File: src/rtl/id_auth_pkg.sv
// id_auth_pkg: shared types and constants for the ID authenticator.
//   authState_t     - controller state encoding
//   SENTINEL_ALL    - all-ones end-of-table marker, sliced to ID_W by users
//   DEF_GUEST_DIGIT - digit repeated to form the default guest ID
//   DEF_GUEST_ID    - default guest ID at 4x4-bit digits (16'h8888)
package id_auth_pkg;

  typedef enum logic [2:0] {
    ENTRY,
    WAIT,
    COMPARE,
    MATCH,
    LOCKED
  } authState_t;

  localparam int unsigned MAX_ID_W = 64;
  localparam logic [MAX_ID_W-1:0] SENTINEL_ALL = '1;

  localparam logic [3:0]  DEF_GUEST_DIGIT = 4'h8;
  localparam logic [15:0] DEF_GUEST_ID    = {4{DEF_GUEST_DIGIT}};

endpackage

File: src/rtl/id_lockout_timer.sv
// id_lockout_timer: counts consecutive failed searches and runs the lockout window.
// Ports:
//   clk, rst      - clock, async active-low reset
//   fail_pulse    - one search ended without a match
//   match_pulse   - one search ended with a match (clears the fail count)
//   start         - begin lockout (issued together with the fail that reaches MAX_FAILS)
//   locked        - lockout active (registered)
//   lock_arm_c    - the next fail will reach MAX_FAILS
//   lock_done_c   - lockout ends on this edge
module id_lockout_timer #(
  parameter int unsigned MAX_FAILS   = 3,
  parameter int unsigned LOCK_CYCLES = 1024
) (
  input  logic clk,
  input  logic rst,
  input  logic fail_pulse,
  input  logic match_pulse,
  input  logic start,
  output logic locked,
  output logic lock_arm_c,
  output logic lock_done_c
);

  localparam int unsigned FCNT_W = $clog2(MAX_FAILS + 1);
  localparam int unsigned LCNT_W = $clog2(LOCK_CYCLES + 1);

  logic [FCNT_W-1:0] failCnt;
  logic [LCNT_W-1:0] lockCnt;

  assign lock_arm_c  = (failCnt == FCNT_W'(MAX_FAILS - 1));
  assign lock_done_c = locked && (lockCnt == LCNT_W'(LOCK_CYCLES - 1));

  // Fail counter saturates at MAX_FAILS; lockout clears it on expiry.
  always_ff @(posedge clk or negedge rst) begin
    if (!rst) begin
      failCnt <= '0;
      lockCnt <= '0;
      locked  <= 1'b0;
    end else if (locked) begin
      if (lock_done_c) begin
        locked  <= 1'b0;
        failCnt <= '0;
        lockCnt <= '0;
      end else begin
        lockCnt <= lockCnt + LCNT_W'(1);
      end
    end else if (start) begin
      locked  <= 1'b1;
      lockCnt <= '0;
      failCnt <= FCNT_W'(MAX_FAILS);
    end else if (fail_pulse) begin
      if (failCnt != FCNT_W'(MAX_FAILS)) begin
        failCnt <= failCnt + FCNT_W'(1);
      end
    end else if (match_pulse) begin
      failCnt <= '0;
    end
  end

endmodule

File: src/rtl/id_authenticator.sv
// id_authenticator: collects a DIGITS-long ID, scans a synchronous ID ROM for it,
// and reports the matching player address and guest flag, with failed-attempt lockout.
// Optional feature: define IDAUTH_GUEST_EN to compile in the guest comparator;
// otherwise is_guest stays 0 and the guest entry is an ordinary player.
// Ports:
//   clk, rst      - clock, async active-low reset
//   digit_in      - digit value, taken on digit_strobe
//   digit_strobe  - accept digit_in (ENTRY only)
//   digit_clear   - discard partial entry (ENTRY only, wins over strobe)
//   logout        - end matched session (MATCH only)
//   rom_addr      - registered ROM address
//   rom_data      - ROM word, valid ROM_LAT cycles after rom_addr changes
//   matched       - ID accepted, held until logout
//   player_addr   - address of the matching entry
//   is_guest      - matching entry equals GUEST_ID
//   locked        - lockout active
//   busy          - search in progress
module id_authenticator
  import id_auth_pkg::*;
#(
  parameter int unsigned DIGITS      = 4,
  parameter int unsigned DIGIT_W     = 4,
  parameter int unsigned ADDR_W      = 5,
  parameter int unsigned ROM_LAT     = 2,
  parameter logic [DIGITS*DIGIT_W-1:0] GUEST_ID = {DIGITS{DIGIT_W'(DEF_GUEST_DIGIT)}},
  parameter int unsigned MAX_FAILS   = 3,
  parameter int unsigned LOCK_CYCLES = 1024
) (
  input  logic                      clk,
  input  logic                      rst,
  input  logic [DIGIT_W-1:0]        digit_in,
  input  logic                      digit_strobe,
  input  logic                      digit_clear,
  input  logic                      logout,
  output logic [ADDR_W-1:0]         rom_addr,
  input  logic [DIGITS*DIGIT_W-1:0] rom_data,
  output logic                      matched,
  output logic [ADDR_W-1:0]         player_addr,
  output logic                      is_guest,
  output logic                      locked,
  output logic                      busy
);

  localparam int unsigned ID_W   = DIGITS * DIGIT_W;
  localparam int unsigned DCNT_W = $clog2(DIGITS + 1);
  localparam int unsigned WCNT_W = $clog2(ROM_LAT + 1);
  localparam logic [ID_W-1:0] SENTINEL = SENTINEL_ALL[ID_W-1:0];

  // Configuration sanity: zero latency/threshold or an unreachable guest ID are build errors.
  if (ROM_LAT < 1 || MAX_FAILS < 1 || LOCK_CYCLES < 1 || GUEST_ID == SENTINEL) begin : gBadCfg
    $error("id_authenticator: invalid parameter set");
  end

  authState_t        state;
  logic [ID_W-1:0]   idReg;
  logic [DCNT_W-1:0] digitCnt;
  logic [WCNT_W-1:0] waitCnt;

  logic isSentinel;
  logic isHit;
  logic atLast;
  logic failPulse;
  logic matchPulse;
  logic lockStart;
  logic lockArm;
  logic lockDone;

  // Compare-stage decode: sentinel beats a hit, so an all-ones ID never matches.
  always_comb begin
    isSentinel = (rom_data == SENTINEL);
    isHit      = (rom_data == idReg);
    atLast     = (rom_addr == '1);
    failPulse  = (state == COMPARE) && (isSentinel || (!isHit && atLast));
    matchPulse = (state == COMPARE) && !isSentinel && isHit;
    lockStart  = failPulse && lockArm;
  end

  id_lockout_timer #(
    .MAX_FAILS  (MAX_FAILS),
    .LOCK_CYCLES(LOCK_CYCLES)
  ) uTimer (
    .clk        (clk),
    .rst        (rst),
    .fail_pulse (failPulse),
    .match_pulse(matchPulse),
    .start      (lockStart),
    .locked     (locked),
    .lock_arm_c (lockArm),
    .lock_done_c(lockDone)
  );

  // Controller: entry, ROM walk, session hold and lockout wait.
  always_ff @(posedge clk or negedge rst) begin
    if (!rst) begin
      state       <= ENTRY;
      idReg       <= '0;
      digitCnt    <= '0;
      waitCnt     <= '0;
      rom_addr    <= '0;
      matched     <= 1'b0;
      player_addr <= '0;
      is_guest    <= 1'b0;
      busy        <= 1'b0;
    end else begin
      case (state)
        ENTRY: begin
          if (digit_clear) begin
            digitCnt <= '0;
          end else if (digit_strobe) begin
            // First digit ends up in the MSBs after DIGITS shifts.
            idReg <= ID_W'({idReg, digit_in});
            if (digitCnt == DCNT_W'(DIGITS - 1)) begin
              digitCnt <= '0;
              rom_addr <= '0;
              waitCnt  <= '0;
              busy     <= 1'b1;
              state    <= WAIT;
            end else begin
              digitCnt <= digitCnt + DCNT_W'(1);
            end
          end
        end

        WAIT: begin
          if (waitCnt == WCNT_W'(ROM_LAT - 1)) begin
            state <= COMPARE;
          end else begin
            waitCnt <= waitCnt + WCNT_W'(1);
          end
        end

        COMPARE: begin
          if (failPulse) begin
            rom_addr <= '0;
            digitCnt <= '0;
            busy     <= 1'b0;
            state    <= lockArm ? LOCKED : ENTRY;
          end else if (matchPulse) begin
            matched     <= 1'b1;
            player_addr <= rom_addr;
`ifdef IDAUTH_GUEST_EN
            is_guest    <= (rom_data == GUEST_ID);
`else
            is_guest    <= 1'b0;
`endif
            busy        <= 1'b0;
            state       <= MATCH;
          end else begin
            rom_addr <= rom_addr + ADDR_W'(1);
            waitCnt  <= '0;
            state    <= WAIT;
          end
        end

        MATCH: begin
          if (logout) begin
            matched     <= 1'b0;
            is_guest    <= 1'b0;
            player_addr <= '0;
            rom_addr    <= '0;
            digitCnt    <= '0;
            state       <= ENTRY;
          end
        end

        LOCKED: begin
          if (lockDone) begin
            digitCnt <= '0;
            state    <= ENTRY;
          end
        end

        default: begin
          state <= ENTRY;
          busy  <= 1'b0;
        end
      endcase
    end
  end

endmodule

File: config.mk
export PLATFORM = sky130hd
export DESIGN_NAME = id_authenticator
export DESIGN_NICKNAME = d
export VERILOG_FILES = /design/src/rtl/id_auth_pkg.sv /design/src/rtl/id_lockout_timer.sv /design/src/rtl/id_authenticator.sv
export SDC_FILE = /design/constraint.sdc
export NUM_CORES = 1
export LEC_CHECK = 0
export ABC_AREA = 1
export BUFFER_PORTS_ARGS = -buffer_cell sky130_fd_sc_hd__buf_2
export CAP_MARGIN = 15
export CORE_MARGIN = 2
export CORE_UTILIZATION = 50
export DETAILED_ROUTE_END_ITERATION = 8
export GPL_ROUTABILITY_DRIVEN = 0
export GPL_TIMING_DRIVEN = 1
export HOLD_SLACK_MARGIN = 0.08
export PLACE_DENSITY = 0.71
export SYNTH_ARGS = -nofsm -noshare
export SYNTH_HDL_FRONTEND = slang
export SYNTH_HIERARCHICAL = 1
export SYNTH_SLANG_ARGS = --single-unit
File: constraint.sdc
create_clock -name clk -period 2.2 [get_ports clk]
set_input_delay 0.33 -clock clk [delete_from_list [all_inputs] [get_ports clk]]
set_output_delay 0.33 -clock clk [all_outputs]
set_load 0.005 [all_outputs]
**After elaboration in Yosys (flattened, before gate mapping)**

Index checks and enable logic that the tools add are counted.

- Register bits after elaboration: 51
- Input bits: 25
- Output and inout bits: 14
- Word-level logic and storage cells: 128

- $add $sub $neg: 5
- Equality and inequality tests: 28
- Muxes and demuxes: 56
- Bitwise logic cells: 2
- Reduce and logical (&&, ||, !) cells: 25

Operator list:

| cell | number |
|---|---|
| $mux 5 | 8 |
| $mux 3 | 12 |
| $mux 11 | 3 |
| $mux 2 | 13 |
| $ne 2x2->1 const B | 13 |
| $eq 16x16->1 | 1 |
| $eq 16x16->1 const B | 1 |
| $pmux 3 s5 | 1 |
| $pmux 5 s3 | 1 |
| $mux 1 | 12 |
| $pmux 3 s4 | 1 |
| $reduce_and 6->1 | 2 |
| $add 11x1->11 const B | 1 |
| $eq 11x10->1 const B | 1 |
| $pmux 5 s2 | 1 |
| $reduce_and 5->1 | 2 |
| $eq 3x2->1 const B | 3 |
| $ne 3x3->1 const B | 3 |
| $reduce_bool 4->1 | 2 |
| $reduce_and 7->1 | 1 |
| $logic_and 1x1->1 | 6 |
| $pmux 2 s3 | 1 |
| $reduce_and 3->1 | 2 |
| $reduce_bool 3->1 | 2 |
| 18 further kinds | 23 |

**Longest topological paths before layout**

Gate-level depths: netlist of the first run.

- Word-level depth: 8
- Mapped depth: 18
- Mapped depth without buffers: 18

**Cells and area by module**

Netlist of the first run, hierarchy kept.

By module, submodules not included:

| module | instances | cells each | area each (µm²) | seq. area each (µm²) |
|---|---|---|---|---|
| id_authenticator | 1 | 323 | 2197.1 | 900.9 |
| id_lockout_timer | 1 | 105 | 810.8 | 350.3 |

**Worst setup path after synthesis of the first run**

OpenSTA, ideal clock, no wires.

- Path type: flip-flop to flip-flop
- Start point: reg rom_addr[1]
- End point: reg uTimer.failCnt[1]
- Setup time: 0.117 ns
- Data arrival time: 1.801 ns
- Data required time: 2.083 ns
- Slack: 0.282 ns
- Cell stages (with the launch flop): 16
- Buffers on the path: 0
- Period minus slack after synthesis: 1.918 ns
- Cell sequence: dfrtp_1 -> ha_1 -> nand2_1 -> nor2_1 -> ha_1 -> nand2_2 -> nand2_2 -> nand2_2 -> nor2_1 -> inv_1 -> nand2_2 -> a21oi_1 -> o21ai_2 -> nand2_1 -> nand2_1 -> nand2_1

- Longest elaborated chain between the ends: 7
- Elaborated cells between the ends (all ways): 11
- Classes of those cells: eq/ne (2); mux (3); reduce/logical (6)

RTL lines:

| item | RTL line | text |
|---|---|---|
| start, declared | id_authenticator.sv:35 | `output logic [ADDR_W-1:0] rom_addr,` |
| start signal, assigned | id_authenticator.sv:149 | `rom_addr <= rom_addr + ADDR_W'(1);` |
| $eq 5x5->1 (*) | id_authenticator.sv:72 | `atLast = (rom_addr == '1);` |
| $logic_and 1x1->1 (*) | id_authenticator.sv:73 | `failPulse = (state == COMPARE) && (isSentinel \|\| (!isHit && atLast));` |
| $logic_or 1x1->1 (*) | id_authenticator.sv:73 |  |
| $logic_and 1x1->1 (*) | id_authenticator.sv:73 |  |
| $logic_and 1x1->1 (*) | id_authenticator.sv:75 | `lockStart = failPulse && lockArm;` |
| named net lockStart | id_authenticator.sv:64 | `logic lockStart;` |
| $ne 4x1->1 (no line), or another cell as far along | - |  |
| $reduce_and 3->1 (no line) or $mux 2 (tied branches) | - |  |
| end signal, assigned | id_lockout_timer.sv:50 | `failCnt <= FCNT_W'(MAX_FAILS);` |
| end signal, assigned | id_lockout_timer.sv:53 | `failCnt <= failCnt + FCNT_W'(1);` |
| end, declared | id_lockout_timer.sv:27 | `logic [FCNT_W-1:0] failCnt;` |

Mark *: on every way through the listed nets, which the timed path passes. The rest lies on a longest branch.
A chain may end at the register's enable or synchronous reset.

**Worst setup path after layout of the first run**

- Start point: reg idReg[15]
- End point: reg uTimer.lockCnt[5]

- Longest elaborated chain between the ends: 7

RTL lines:

| item | RTL line | text |
|---|---|---|
| start, declared | id_authenticator.sv:55 | `logic [ID_W-1:0] idReg;` |
| start signal, assigned | id_authenticator.sv:111 | `idReg <= ID_W'({idReg, digit_in});` |
| $eq 16x16->1 | id_authenticator.sv:71 | `isHit = (rom_data == idReg);` |
| $logic_not 1->1 | id_authenticator.sv:73 |  |
| $logic_and 1x1->1 | id_authenticator.sv:73 |  |
| $logic_or 1x1->1 | id_authenticator.sv:73 |  |
| $logic_and 1x1->1 | id_authenticator.sv:73 |  |
| $logic_and 1x1->1 | id_authenticator.sv:75 |  |
| named net lockStart | id_authenticator.sv:64 |  |
| $reduce_bool 2->1 (no line) | - |  |
| end signal, assigned | id_lockout_timer.sv:45 | `lockCnt <= lockCnt + LCNT_W'(1);` |
| end, declared | id_lockout_timer.sv:28 | `logic [LCNT_W-1:0] lockCnt;` |

The timed path passes the listed nets, and every way through them passes these cells.

==> results of run 1 <==
-- final timing paths --
check	start	to	slack [ns]
min	digit_in[3]	idReg[3]$_DFFE_PN0P_	0.27
min in group asynchronous	rst	rom_addr[0]$_DFFE_PN0P_	0.55
max reg2reg	idReg[15]$_DFFE_PN0P_	uTimer/lockCnt[5]$_DFFE_PN0P_	0.24
max in group asynchronous	rst	idReg[6]$_DFFE_PN0P_	1.11
max	idReg[15]$_DFFE_PN0P_	uTimer/lockCnt[5]$_DFFE_PN0P_	0.24
min reg2reg	player_addr[4]$_DFFE_PN0P_	player_addr[4]$_DFFE_PN0P_	0.47
-- layer usage --
layer  part of all wire  global-route usage
met4              0.014              0.0610
met3              0.032              0.0341
met1               0.47               0.260
met5                  0                   0
met2               0.49               0.343
-- worst max-delay path, delay by kind of cell, from the launching register on --
kind          cells  cell delay [ns]
xor+xnor          1             0.14
buf+inv           1             0.05
flops             1             0.39
simple gates     14             1.28
-- placed cells by master, fill, tap and decap left out, types with 2 or more instances in the layout --
cell / count
nand4_1: 9
nand3_1: 13
nor2_1: 47
a21oi_2: 3
buf_2: 37
o21ai_1: 4
nand2_2: 8
clkbuf_8: 5
nor2_4: 3
o22ai_1: 2
nand2_1: 136
buf_4: 7
ha_1: 7
nor2_2: 9
nand3_2: 5
dfrtp_1: 50
nor3_1: 5
inv_1: 68
a21oi_1: 6
inv_2: 5
o21ai_0: 25
xor2_1: 6
or2_0: 2
-- power groups by stage --
stage	Combinational [mW]	Sequential, mW	Clock (mW)
floorplan	0.781	1.26	0
global placement	1.00	1.28	0
detailed placement	1.03	1.29	0
CTS	1.04	1.27	0.578
global route	1.25	1.30	0.616
finish	1.07	1.27	0.551
-- layout make-up --
type,instances,area [µm²],share of cell area
clock inverters,3,25.0,0.00723
clock buffers,5,68.8,0.0199
flip-flops and latches,50,1250,0.361
inverters,73,274,0.0791
repair buffers,46,268,0.0773
multi-input cells,301,1480,0.428
well taps,75,93.8,0.0271
-- sequential cells by signal (all words and copies together) (netlist names) --
signal	count
state	3
uTimer/failCnt	2
uTimer/lockCnt	11
matched	1
idReg	16
uTimer/locked	1
waitCnt	2
rom_addr	5
busy	1
player_addr	5
digitCnt	3
-- kinds of logic (layout without fill, tap and decap cells) --
kind of cell               Yosys count  after routing  share of synthesized area
adders and majority gates            7              7                     0.0291
DFF                                 50             50                      0.416
xor gates and xnor gates             7              7                     0.0204
buffers and inverters               77            127                     0.0973
other                                1              1                    0.00125
and+or+nand+nor                    242            242                      0.356
AOI/OAI and AO/OA                   44             44                     0.0803
-- repair_timing --
| item | in CTS | in global routing |
|---|---|---|
| hold buffers | 1 | 0 |
| buffers inserted | 0 | 3 |
| gates resized for setup | 0 | 6 |
| endpoints found under the hold margin | 24 | 0 |
| endpoints found under the setup margin | 0 | 9 |
==> qor.yml, run 1 <==
rows: 28
syn_inst: 428
cts.clk_slew.worst_paths_ns: 0.09
grt_setup_unrepaired: "no"
cap_violations: 0
grt_pass1_wl_um: 10400
hold_depth: 3
dp_hpwl_um: 4820
area_delta_synth_final_pct: 15.1
final.period_utilization: 0.893
synth_area_um2: 3010
max_stage_delay_ns: 0.39
synth_top_cell_by_area: "dfrtp_1"
clkPwrFrac: 0.191
fin_ws_ns: 0.235
cts_tree: "built"
dr_total_vias: 2701
netlist_top_cells_area: "dfrtp_1, nand2_1, inv_1"
hold_viol: 0
synthTopCellsByCount: "nand2_1, inv_1, dfrtp_1, nor2_1, o21ai_0"
outcome: "finished clean"
total_power_mw: 2.89
hold_path_class: "input port to register"
yosysMostFrequentCell: "nand2_1"
seq_area_frac_synth: 0.416
ios: 39
grt_util_all_layers: 0.201
wl_per_cell_um: 11.2
dr.pass1.iters: 5
clock_skew_ns: 0.0103
synth.avg_cell_area_um2: 7.03
start_util: 0.514
p_sw_mw: 1.14
synth_warnings: 6
fin_area_um2: 3460
cp.required_ns: 2.39
wl_um: 6180
layout_min_cycle_time_ns: 1.96
via_per_inst: 4.88
critPathKind: "register to register"
nets: 509
synth_flop_cell: "dfrtp_1"
clockRootBuffer: "clkbuf_8"
clockBufferDepth: 2
end_kind: "register"
cts_buffers: 5
cts_sinks: 50
die_w_um: 81.6
utilization: 0.592
maxSlewHeadroom: 0.613
timing.hold.ws_ns: 0.268
synth_nets: 460
clk_latency_ns: 0.31
synth_top_area_frac: 0.416
synth-seq-cells: 50
combPwrFrac: 0.370
first_global_vias: 2380
p_int_mw: 1.75
critPathMaxFanout: 6
tightestPinTransition_ns: 0.581
dieArea_um2: 6650
fin_cells: 553
swShare: 0.395
cp.arrival_ns: 2.16
drv_slew: 0
synth_enable_flop_cells: 0
drc_errors: 0
startpoint_type: "register"
antenna_found_initial: 0
fmax_ghz: 0.509
p_leak_nw: 1.97
yosys.cell_types.count: 32
path_cells: "inv_1, nand2_1, nand2_1, nor2_1, nand2_1, nor2_2, nand2_2, nand2_2, nand2_2, nand2_2, nor2_4, nor2_4, nor2_2, nand2_1, xor2_1, nor2_1"
async_reset_ff_frac: 1.00
drt-initial-drc-count: 118
pwr-share-seq: 0.439
portBuffers: 37
ir_drop_uv: 367
postRouteAntennaNets: 0
dpl_worst_slack_ns: 0.0848
cts_max_level: 2
finalSetupViolCount: 0
layout-drive-gt1-share: 0.188
rr_worst_depth: 16
critPathSlowestCell: "dfrtp_1"
setup_tns_ns: 0
placed_cell_area_um2: 3320
grt_max_degree: 33
p_per_area_nw_per_um2: 833
n_antenna_cell: 0
placed_cells: 541
coreArea_um2: 5850
fillCellCount: 532
overflow: 0
dieHeight_um: 81.6
Power figures use the tool's default switching activity.
==> run 2, diff against run 1 <==
--- a/config.mk
+++ b/config.mk
@@ -5,7 +5,7 @@
 export SDC_FILE = /design/constraint.sdc
 export NUM_CORES = 1
 export LEC_CHECK = 0
-export ABC_AREA = 1
+export ABC_AREA = 0
 export BUFFER_PORTS_ARGS = -buffer_cell sky130_fd_sc_hd__buf_2
 export CAP_MARGIN = 15
 export CORE_MARGIN = 2
@@ -14,7 +14,7 @@
 export GPL_ROUTABILITY_DRIVEN = 0
 export GPL_TIMING_DRIVEN = 1
 export HOLD_SLACK_MARGIN = 0.08
-export PLACE_DENSITY = 0.71
+export PLACE_DENSITY = 0.8
 export SYNTH_ARGS = -nofsm -noshare
 export SYNTH_HDL_FRONTEND = slang
 export SYNTH_HIERARCHICAL = 1
==> run 2 against run 1 <==
  * Clock skew decreased by 0.0021 ns
  * Design area decreased by 2.0%
  * Die area decreased by 7.3%
  * Sequential share of layout area rose by 0.73 points
  * Utilization rose by 3.2 points
  * Sequential power increased by 4%
  * Via count shrank 20%
  * Clock power rose by 16%
  * Critical endpoint is now uTimer/failCnt[0]$_DFFE_PN0P_
  * Largest power group unchanged
==> qor.yml, run 2 <==
syn_inst: 254
hold_path_class: "input port to register"
dpl_worst_slack_ns: -0.120
r2r_start: "idReg[11]$_DFFE_PN0P_"
layout-drive-gt1-share: 0.353
synth_top_family_by_area: "simple AND/OR/NAND/NOR gates"
via_per_inst: 5.49
cp.arrival_ns: 2.30
drt-initial-drc-count: 143
largest_reg_flops: 16
synth_warnings: 6
regMostFlops: "idReg"
area_delta_synth_final_pct: 22.2
worstReg2RegEnd: "uTimer/failCnt[0]$_DFFE_PN0P_"
yosys.cell_types.count: 62
grt_pass1_wl_um: 9730
synthSimpleGateAreaFrac: 0.186
max_stage_delay_ns: 0.42
coreArea_um2: 5440
overflow: 0
grt_setup_unrepaired: "yes"
drv_slew: 0
synth_xor_xnor_area_share: 0.0662
wl_per_cell_um: 14.5
path_cells: "xor2_1, nor4_2, nand4_2, buf_4, or2_1, inv_2, a21boi_2, a211oi_1, o21ai_0"
fmax_ghz: 0.473
placed_cell_area_um2: 3220
cts_buffers: 5
dr.pass1.iters: 4
postRouteAntennaNets: 0
dr_total_vias: 2167
outcome: "finished clean"
cap_violations: 0
synthTopCellsByCount: "dfrtp_1, nand2_1, mux2_2, xor2_1"
synth_top_area_frac: 0.450
clockBufferDepth: 2
dieArea_um2: 6170
worstHoldStart: "digit_in[2]"
n_antenna_cell: 0
antenna_found_initial: 0
clk_latency_ns: 0.30
ios: 39
critPathBufInv: 2
critPathKind: "register to register"
synth-compound-area-share: 0.127
die_w_um: 78.5
cts_sinks: 50
p_per_area_nw_per_um2: 890
dp_hpwl_um: 4340
maxSlewHeadroom: 0.582
cts.clk_slew.worst_paths_ns: 0.09
cp_top_family: "simple AND/OR/NAND/NOR gates"
layout_commonest_cell: "dfrtp_1"
critPathSlowestCell: "dfrtp_1"
final.period_utilization: 0.961
cts_tree: "built"
synth.avg_cell_area_um2: 10.9
finalSetupViolCount: 0
synth_flop_cell: "dfrtp_1"
rows: 27
startpoint_type: "register"
yosysMostFrequentCell: "dfrtp_1"
synthMuxAreaShare: 0.103
rrSetupSlack_ns: 0.09
drc_errors: 0
start_util: 0.511
end_kind: "register"
synth_top_cell_by_area: "dfrtp_1"
cts_max_level: 2
ir_drop_uv: 676
hold_viol: 0
critPathMaxFanout: 7
cp.required_ns: 2.39
layout_min_cycle_time_ns: 2.11
portBuffers: 37
first_global_vias: 2170
p_leak_nw: 1.57
wl_um: 5720
grt_max_degree: 28
fin_area_um2: 3390
seq_area_frac_synth: 0.450
layout_common_cells: "dfrtp_1, buf_2, buf_4"
setup_tns_ns: 0
dieHeight_um: 78.5
rr_worst_depth: 9
synth_nets: 286
tightestPinTransition_ns: 0.627
netlist_top_cells_area: "dfrtp_1, mux2_2, xor2_1"
nets: 354
top_regs: "idReg: 16 flops, uTimer/lockCnt: 11 flops"
synthAdderAreaFrac: 0.0315
fin_ws_ns: 0.0868
hold_depth: 2
clock_skew_ns: 0.00817
synth-seq-cells: 50
synth_area_um2: 2780
grt_util_all_layers: 0.198
synth_enable_flop_cells: 0
total_power_mw: 3.02
async_reset_ff_frac: 1.00
hold_end: "idReg[2]$_DFFE_PN0P_"
clockRootBuffer: "clkbuf_8"
## run 2: cell types whose count changed in the layout (fill, tap and decap cells not counted), moves of 6 or more
cell,change
mux2i_1,+6
o21ai_0,-19
nand2_2,-8
nand3_1,-6
nor2_1,-33
buf_4,+22
nor2_2,-9
inv_1,-54
xor2_1,+10
mux2_2,+18
nand2_1,-116
## run 2: stage by stage
stage | std cells | utilization | hold slack (ns)
detailed placement | 382 | 0.592 | 0.381
CTS | 391 | 0.614 | 0.254
global placement | 382 | 0.592 | 0.371
finish | 395 | 0.624 | 0.253
floorplan | 254 | - | 0.0344
global route | 395 | 0.624 | 0.250
## run 2: cell type report
cell class                      instances  area (µm²)
Sequential cell                        50        1250
Multi-Input combinational cell        182        1460
Fill cell                             436        2040
Inverter                               15        56.3
Clock buffer                            7        76.3
Timing Repair Buffer                   68         433
Clock inverter                          1        30.0
Tap cell                               72        90.1
## run 2: cells by family after synthesis
group	Yosys count
xor gates and xnor gates	21
DFF	50
muxes	26
other	1
and+or+nand+nor	83
buffers and inverters	22
adders and majority gates	7
AOI/OAI and AO/OA	44
## run 2: report_power, final
group	switching, mW	leakage [nW]	internal [mW]	total, mW
registers	0.184	0.631	1.14	1.32
logic	0.510	0.888	0.551	1.06
clock network	0.296	0.0524	0.341	0.637
total	0.990	1.57	2.03	3.02
## run 2: what timing repair did
action | CTS | global route
hold buffers | 1 | 0
pin swaps | 1 | 3
endpoints found under the setup margin | 3 | 15
buffers inserted | 0 | 4
resized for setup | 1 | 9
hold endpoints to repair | 26 | 0
## run 2: how the worst max path moves through the flow
stage	start	to	slack [ns]	cells past startpoint
final	idReg[11]$_DFFE_PN0P_	uTimer/failCnt[0]$_DFFE_PN0P_	0.09	9
after global routing	idReg[11]$_DFFE_PN0P_	uTimer/lockCnt[8]$_DFFE_PN0P_	-0.08	11
after global placement	rom_data[13]	uTimer/lockCnt[5]$_DFFE_PN0P_	-0.07	11
after CTS	uTimer/lockCnt[1]$_DFFE_PN0P_	state[0]$_DFFE_PN0P_	0.01	8
after floorplan	idReg[11]$_DFFE_PN0P_	uTimer/lockCnt[7]$_DFFE_PN0P_	0.06	10
after detailed placement	rom_data[13]	uTimer/lockCnt[5]$_DFFE_PN0P_	-0.12	11
## run 2: per-layer routing
metal / GRT usage / share of wire / vias to the layer above
met3: 0.0483 / 0.052 / 9
met1: 0.246 / 0.44 / 1031
met5: 0 / 0 / -
li1: - / - / 1072
met4: 0.0754 / 0.015 / 0
met2: 0.334 / 0.50 / 55
